**src/rtl/input_frame_loader_if.sv**
```systemverilog
// Sample stream, network handshake and frame bus between the pixel source/network and the loader.
interface input_frame_loader_if #(
    parameter int unsigned NUM_INPUTS = 4,
    parameter int unsigned dataWidth  = 16,
    parameter int unsigned PIX_WIDTH  = 8
);
    logic                             s_valid;
    logic                             s_ready;
    logic [PIX_WIDTH-1:0]             s_data;
    logic                             s_last;
    logic                             done_in;
    logic [NUM_INPUTS*dataWidth-1:0]  in_bus;
    logic                             first;
    logic                             busy;
    logic                             frame_err;
    logic                             timeout;

    modport master (
        output s_valid, s_data, s_last, done_in,
        input  s_ready, in_bus, first, busy, frame_err, timeout
    );

    modport slave (
        input  s_valid, s_data, s_last, done_in,
        output s_ready, in_bus, first, busy, frame_err, timeout
    );
endinterface

```
**src/rtl/input_frame_loader.sv**
```systemverilog
// Packs unsigned pixel samples into fixed-point frames and hands complete frames to neural_net,
// loading the next frame while the network is still computing.
module input_frame_loader #(
    parameter int unsigned NUM_INPUTS = 4,
    parameter int unsigned dataWidth  = 16,
    parameter int unsigned frac_bits  = 11,
    parameter int unsigned PIX_WIDTH  = 8,
    parameter int unsigned TIMEOUT    = 0
) (
    input  logic                  clk,
    input  logic                  rst,
    input_frame_loader_if.slave   bus
);

    localparam int unsigned BUS_W = NUM_INPUTS * dataWidth;
    localparam int unsigned CNT_W = (NUM_INPUTS > 1) ? $clog2(NUM_INPUTS) : 1;
    localparam int unsigned EXT_W = dataWidth + PIX_WIDTH;
    localparam int unsigned LSH   = (frac_bits >= PIX_WIDTH) ? frac_bits - PIX_WIDTH : 0;
    localparam int unsigned RSH   = (frac_bits >= PIX_WIDTH) ? 0 : PIX_WIDTH - frac_bits;
    localparam int unsigned TMO_W = (TIMEOUT > 1) ? $clog2(TIMEOUT) : 1;
    localparam logic [CNT_W-1:0] CNT_LAST = CNT_W'(NUM_INPUTS - 1);
    localparam logic [TMO_W-1:0] TMO_LAST = TMO_W'((TIMEOUT > 0) ? TIMEOUT - 1 : 0);

    typedef enum logic [1:0] {
        LOAD  = 2'd0,
        DRAIN = 2'd1,
        HOLD  = 2'd2
    } state_t;

    state_t              state;
    state_t              state_nxt;
    logic [CNT_W-1:0]    cnt;
    logic [BUS_W-1:0]    shadow;
    logic [BUS_W-1:0]    in_bus_q;
    logic                first_q;
    logic                busy_q;
    logic                err_q;
    logic                tmo_q;
    logic [TMO_W-1:0]    tmo_cnt;

    logic                ready_c;
    logic                accept_c;
    logic                store_c;
    logic                cnt_inc_c;
    logic                cnt_clr_c;
    logic                err_c;
    logic                fire_c;
    logic                tmo_hit_c;
    logic [EXT_W-1:0]    ext_c;
    logic [dataWidth-1:0] word_c;

    // Zero-extended rescale of s/2^PIX_WIDTH into the network's Q format
    always_comb begin
        ext_c  = EXT_W'(bus.s_data);
        word_c = dataWidth'((ext_c << LSH) >> RSH);
    end

    // A done_in in the expiry cycle means the network answered in time
    always_comb begin
        tmo_hit_c = (TIMEOUT != 0) && busy_q && !bus.done_in && (tmo_cnt == TMO_LAST);
    end

    // State register
    always_ff @(posedge clk) begin
        if (rst) begin
            state <= LOAD;
        end else begin
            state <= state_nxt;
        end
    end

    // Next-state logic
    always_comb begin
        state_nxt = state;
        case (state)
            LOAD: begin
                if (accept_c && (cnt == CNT_LAST)) begin
                    state_nxt = bus.s_last ? HOLD : DRAIN;
                end
            end
            DRAIN: begin
                if (accept_c && bus.s_last) begin
                    state_nxt = LOAD;
                end
            end
            HOLD: begin
                if (fire_c) begin
                    state_nxt = LOAD;
                end
            end
            default: state_nxt = LOAD;
        endcase
    end

    // FSM outputs: handshake and datapath controls
    always_comb begin
        ready_c   = 1'b0;
        accept_c  = 1'b0;
        store_c   = 1'b0;
        cnt_inc_c = 1'b0;
        cnt_clr_c = 1'b0;
        err_c     = 1'b0;
        fire_c    = 1'b0;
        case (state)
            LOAD: begin
                ready_c  = !rst;
                accept_c = bus.s_valid && ready_c;
                if (accept_c) begin
                    store_c = 1'b1;
                    if (cnt == CNT_LAST) begin
                        cnt_clr_c = 1'b1;
                        err_c     = !bus.s_last;
                    end else if (bus.s_last) begin
                        cnt_clr_c = 1'b1;
                        err_c     = 1'b1;
                    end else begin
                        cnt_inc_c = 1'b1;
                    end
                end
            end
            DRAIN: begin
                ready_c   = !rst;
                accept_c  = bus.s_valid && ready_c;
                cnt_clr_c = accept_c && bus.s_last;
            end
            HOLD: begin
                fire_c = !busy_q || bus.done_in;
            end
            default: begin
                ready_c = 1'b0;
            end
        endcase
    end

    // Shadow packing, frame transfer, occupancy and timeout tracking
    always_ff @(posedge clk) begin
        if (rst) begin
            cnt      <= '0;
            shadow   <= '0;
            in_bus_q <= '0;
            first_q  <= 1'b0;
            busy_q   <= 1'b0;
            err_q    <= 1'b0;
            tmo_q    <= 1'b0;
            tmo_cnt  <= '0;
        end else begin
            first_q <= fire_c;
            err_q   <= err_c;
            tmo_q   <= tmo_hit_c;

            for (int k = 0; k < NUM_INPUTS; k++) begin
                if (store_c && (cnt == CNT_W'(k))) begin
                    shadow[k*dataWidth +: dataWidth] <= word_c;
                end
            end

            if (cnt_clr_c || fire_c) begin
                cnt <= '0;
            end else if (cnt_inc_c) begin
                cnt <= cnt + CNT_W'(1);
            end

            // A fire in the same cycle as done_in keeps the network busy
            if (fire_c) begin
                in_bus_q <= shadow;
                busy_q   <= 1'b1;
                tmo_cnt  <= '0;
            end else if (bus.done_in || tmo_hit_c) begin
                busy_q   <= 1'b0;
            end else if (busy_q && (TIMEOUT != 0)) begin
                tmo_cnt  <= tmo_cnt + TMO_W'(1);
            end
        end
    end

    assign bus.s_ready   = ready_c;
    assign bus.in_bus    = in_bus_q;
    assign bus.first     = first_q;
    assign bus.busy      = busy_q;
    assign bus.frame_err = err_q;
    assign bus.timeout   = tmo_q;

endmodule

```
**src/flat_wrapper.sv**
```systemverilog
// flat-port wrapper written by rule: the top's interface ports become plain ports
module input_frame_loader_flat 
#(
    parameter int unsigned NUM_INPUTS = 4,
    parameter int unsigned dataWidth  = 16,
    parameter int unsigned frac_bits  = 11,
    parameter int unsigned PIX_WIDTH  = 8,
    parameter int unsigned TIMEOUT    = 0
)
  (clk, rst, bus_s_valid, bus_s_data, bus_s_last, bus_done_in, bus_s_ready, bus_in_bus, bus_first, bus_busy, bus_frame_err, bus_timeout);
  input_frame_loader_if #(.NUM_INPUTS(NUM_INPUTS), .dataWidth(dataWidth), .PIX_WIDTH(PIX_WIDTH)) bus_i ();
  input  logic clk;
  input  logic rst;
  input wire logic [$bits(bus_i.s_valid)-1:0] bus_s_valid;
  input wire logic [$bits(bus_i.s_data)-1:0] bus_s_data;
  input wire logic [$bits(bus_i.s_last)-1:0] bus_s_last;
  input wire logic [$bits(bus_i.done_in)-1:0] bus_done_in;
  output wire logic [$bits(bus_i.s_ready)-1:0] bus_s_ready;
  output wire logic [$bits(bus_i.in_bus)-1:0] bus_in_bus;
  output wire logic [$bits(bus_i.first)-1:0] bus_first;
  output wire logic [$bits(bus_i.busy)-1:0] bus_busy;
  output wire logic [$bits(bus_i.frame_err)-1:0] bus_frame_err;
  output wire logic [$bits(bus_i.timeout)-1:0] bus_timeout;
  assign bus_i.s_valid = bus_s_valid;
  assign bus_i.s_data = bus_s_data;
  assign bus_i.s_last = bus_s_last;
  assign bus_i.done_in = bus_done_in;
  assign bus_s_ready = bus_i.s_ready;
  assign bus_in_bus = bus_i.in_bus;
  assign bus_first = bus_i.first;
  assign bus_busy = bus_i.busy;
  assign bus_frame_err = bus_i.frame_err;
  assign bus_timeout = bus_i.timeout;
  input_frame_loader #(.NUM_INPUTS(NUM_INPUTS), .dataWidth(dataWidth), .frac_bits(frac_bits), .PIX_WIDTH(PIX_WIDTH), .TIMEOUT(TIMEOUT)) u_core (.clk(clk), .rst(rst), .bus(bus_i));
endmodule
```
**config.mk**
```make
export PLATFORM = sky130hd
export DESIGN_NAME = input_frame_loader_flat
export DESIGN_NICKNAME = d
export VERILOG_FILES = /design/src/rtl/input_frame_loader_if.sv /design/src/rtl/input_frame_loader.sv /design/src/flat_wrapper.sv
export SDC_FILE = /design/constraint.sdc
export NUM_CORES = 1
export LEC_CHECK = 0
export BUFFER_PORTS_ARGS = -buffer_cell sky130_fd_sc_hd__buf_4
export CORE_MARGIN = 3
export CORE_UTILIZATION = 46
export CTS_CLUSTER_DIAMETER = 80
export DETAILED_ROUTE_END_ITERATION = 12
export GPL_TIMING_DRIVEN = 0
export HOLD_SLACK_MARGIN = 0.02
export PLACE_DENSITY = 0.75
export SYNTH_ARGS = -nofsm -noshare
export SYNTH_HDL_FRONTEND = slang
export SYNTH_SLANG_ARGS = --single-unit
```
**constraint.sdc**
```tcl
create_clock -name clk -period 1.6 [get_ports clk]
set_input_delay 0.16 -clock clk [delete_from_list [all_inputs] [get_ports clk]]
set_output_delay 0.16 -clock clk [all_outputs]
set_load 0.01 [all_outputs]
```
==> impl_metrics.json <==
{
  "drv_cap": 0,
  "firstDrtPassIters": 5,
  "synth-seq-area-share_pct": 49.8,
  "yosys.area.top_type": "dfxtp_1",
  "wirelength_um": 6650,
  "power_density_nw_per_um2": 941,
  "cts_root_buf": "clkbuf_8",
  "synth_warnings": 0,
  "utilization_pct": 62.7,
  "end_kind": "flip-flop",
  "ant_nets": 0,
  "required_ps": 1810,
  "synth-xor-area-share_pct": 0,
  "wl_per_cell_um": 14.3,
  "synth_ff_type": "dfxtp_1",
  "drt_iter0_markers": 133,
  "synth_fa_ha_area_share_pct": 2.19,
  "start_util_pct": 47.9,
  "synthToLayoutAreaGrowth_pct": 30.7,
  "clock_skew_ps": 6.95,
  "r2r_start": "u_core.state[0]$_SDFFE_PP0P_",
  "synth_top_family_by_area": "compound AO/OA/AOI/OAI gates",
  "drive_gt1_share_pct": 32.7,
  "htreeDepth": 3,
  "synth_edf_count": 0,
  "critPathKind": "reg2reg",
  "cts_tree": "yes",
  "syn-cell-area_um2": 2860,
  "die_y_um": 84.8,
  "async_flop_share_pct": 0,
  "ys_top_cells_by_area": "dfxtp_1, a22o_1, buf_4, a21oi_1, nand3_1",
  "grt_pass1_vias": 2199,
  "r2r-end": "u_core.shadow[7]$_SDFFE_PP0P_",
  "max_freq_mhz": 642,
  "holdPathStages": 2,
  "grt_use_total_pct": 18.4,
  "grt_max_degree": 13,
  "slew_viol_final": 0,
  "dp_slack_ps": -142,
  "synth_top_area_share_pct": 49.8,
  "muxShareOfSynthArea_pct": 0,
  "port-buffer-count": 48,
  "hp-class": "in2reg",
  "crit_path_start_kind": "flip-flop",
  "ys_seq_elements": 71,
  "fin_cells": 466,
  "ctsLongestPathBuffers": 2,
  "finalCritPeriodShare_pct": 97.3,
  "setup_slack_ps": 43.3,
  "dp_hpwl_um": 4710,
  "synth_compound_area_share_pct": 23.4,
  "worst_hold_startpoint": "bus_s_last",
  "final_hold_viol_count": 0,
  "syn_inst": 295,
  "synth.most_common_cell": "dfxtp_1",
  "numCtsBuffers": 9,
  "r2r_slack_ps": 40,
  "vias": 2376,
  "crit_chain": "buf_6 > or4b_4 > clkbuf_16 > o21ai_1 > a21oi_1",
  "core_area_um2": 5960,
  "rows": 28,
  "ios": 82,
  "drcViolationCount": 0,
  "leakagePower_nw": 1.61,
  "fp.dieW_um": 84.8,
  "cp_slowest_cell": "or4b_4",
  "avgSynthCellArea_um2": 9.68,
  "critPathMaxFanout": 10,
  "r2r_cells": 5,
  "rsz0062_at_grt": "yes",
  "period_minus_slack_ps": 1560,
  "diodes": 0,
  "clkTransAtPathRegs_ps": 70,
  "clock_latency_ps": 340,
  "setup_tns_ps": 0,
  "grt_overflow": 0,
  "synth_simple_gate_area_share_pct": 10.3,
  "power_w": 0.00351,
  "cpPeakStageDelay_ps": 580,
  "cts_hold_repair.buffers": 0,
  "cts.sinks": 71,
  "antenna_found_initial": 0,
  "gp_congestion": 0.828,
  "final_nets": 404,
  "dpl.cell_count": 450,
  "run_status": "completed",
  "yosysUniqueCellTypes": 30,
  "vdd_drop_max_uv": 414,
  "min_delay_worst_endpoint": "u_core.state[0]$_SDFFE_PP0P_",
  "netlist_top_cells_count": "dfxtp_1, a21oi_1, buf_4, nand3_1, a22o_1",
  "grt_pass1_wl_um": 10500,
  "die_area_um2": 7190,
  "arrival_ps": 1770,
  "finalSetupViolations": 0,
  "detail_route.vias_per_cell": 5.10
}
[registers in the layout, summed over array words and instances, names as in the netlist]
| signal | count |
|---|---|
| u_core.bus.frame_err | 1 |
| u_core.bus.busy | 1 |
| u_core.shadow | 32 |
| u_core.bus.first | 1 |
| u_core.state | 2 |
| u_core.bus.in_bus | 32 |
| u_core.cnt | 2 |
[worst max path at each step]
stage                            startpoint                            endpoint  cells after the start
4_1_cts        u_core.state[0]$_SDFFE_PP0P_      u_core.shadow[23]$_SDFFE_PP0P_                      5
2_1_floorplan  u_core.state[1]$_SDFFE_PP0P_      u_core.shadow[35]$_SDFFE_PP0P_                      6
3_3_place_gp   u_core.bus.busy$_SDFFE_PP0P_  u_core.bus.in_bus[42]$_SDFFE_PP0P_                      4
5_1_grt          u_core.cnt[0]$_SDFFE_PP0P_      u_core.shadow[51]$_SDFFE_PP0P_                      5
3_5_place_dp   u_core.bus.busy$_SDFFE_PP0P_  u_core.bus.in_bus[55]$_SDFFE_PP0P_                      4
6_report       u_core.state[0]$_SDFFE_PP0P_       u_core.shadow[7]$_SDFFE_PP0P_                      5
[routing by layer]
layer	vias to the layer above	part of all wire, %	GRT usage [%]	wire, um
li1	1187	-	-	-
met1	1073	42	23.7	2800
met2	108	48	29.3	3200
met3	8	8.3	5.50	553
met4	0	1.5	6.47	102
met5	-	0	0	0
[repair_timing]
action	in CTS	in global routing
resized for setup	4	19
pin swaps	0	2
setup endpoints to repair	29	61
buffers inserted	0	2
cloned	0	3
[logic make-up (layout without fill, tap and decap cells)]
kind of cell,after synthesis,after routing
fa+ha+maj,5,5
simple gates,48,49
buf+inv,64,127
flops,71,71
other cells,1,33
compound gates,106,106
[layout make-up]
cell class                      count  area (um2)
Fill cell                         515        2220
Sequential cell                    71        1430
Multi-Input combinational cell    193        1200
Timing Repair Buffer               52         425
Buffer                             50         357
Clock buffer                       11         141
Tap cell                           75        93.8
Clock inverter                      5        56.3
Inverter                            9        33.8
[through the flow]
step                      cell area (um2)  hold WS, ps
final                                3730         33.7
after global placement               3430          385
after detailed placement             3430          392
after floorplan                      2980          272
after CTS                            3630         29.9
after global routing                 3730         44.1
[layout by cell type (no fill, tap or decap), drive strengths merged, types with 2 or more instances in the layout]
cell type	synthesis	final
dfxtp	71	71
nand2b	2	2
clkbuf	8	17
o21ai	35	35
a211oi	2	2
a21oi	34	34
or4b	1	2
a22o	32	32
nor2	2	2
clkinv	1	3
inv	8	9
nor3	2	2
conb	1	33
buf	47	96
ha	5	5
nor2b	2	2
nand3	34	34
[critical path: cells and delay by family (launching register included)]
kind	cells	cell delay, ps
AND/OR/NAND/NOR	1	580
buffers and inverters	2	330
flip-flops	1	320
AO/OA/AOI/OAI	2	190
[power by group]
part / leakage (nW) / internal (W) / switching, W
logic: 0.940 / 0.000128 / 0.000166
registers: 0.574 / 0.00178 / 0.00000891
clock network: 0.0997 / 0.000763 / 0.000667
total: 1.61 / 0.00267 / 0.000843
No activity file was read; power rests on OpenSTA's default activity.
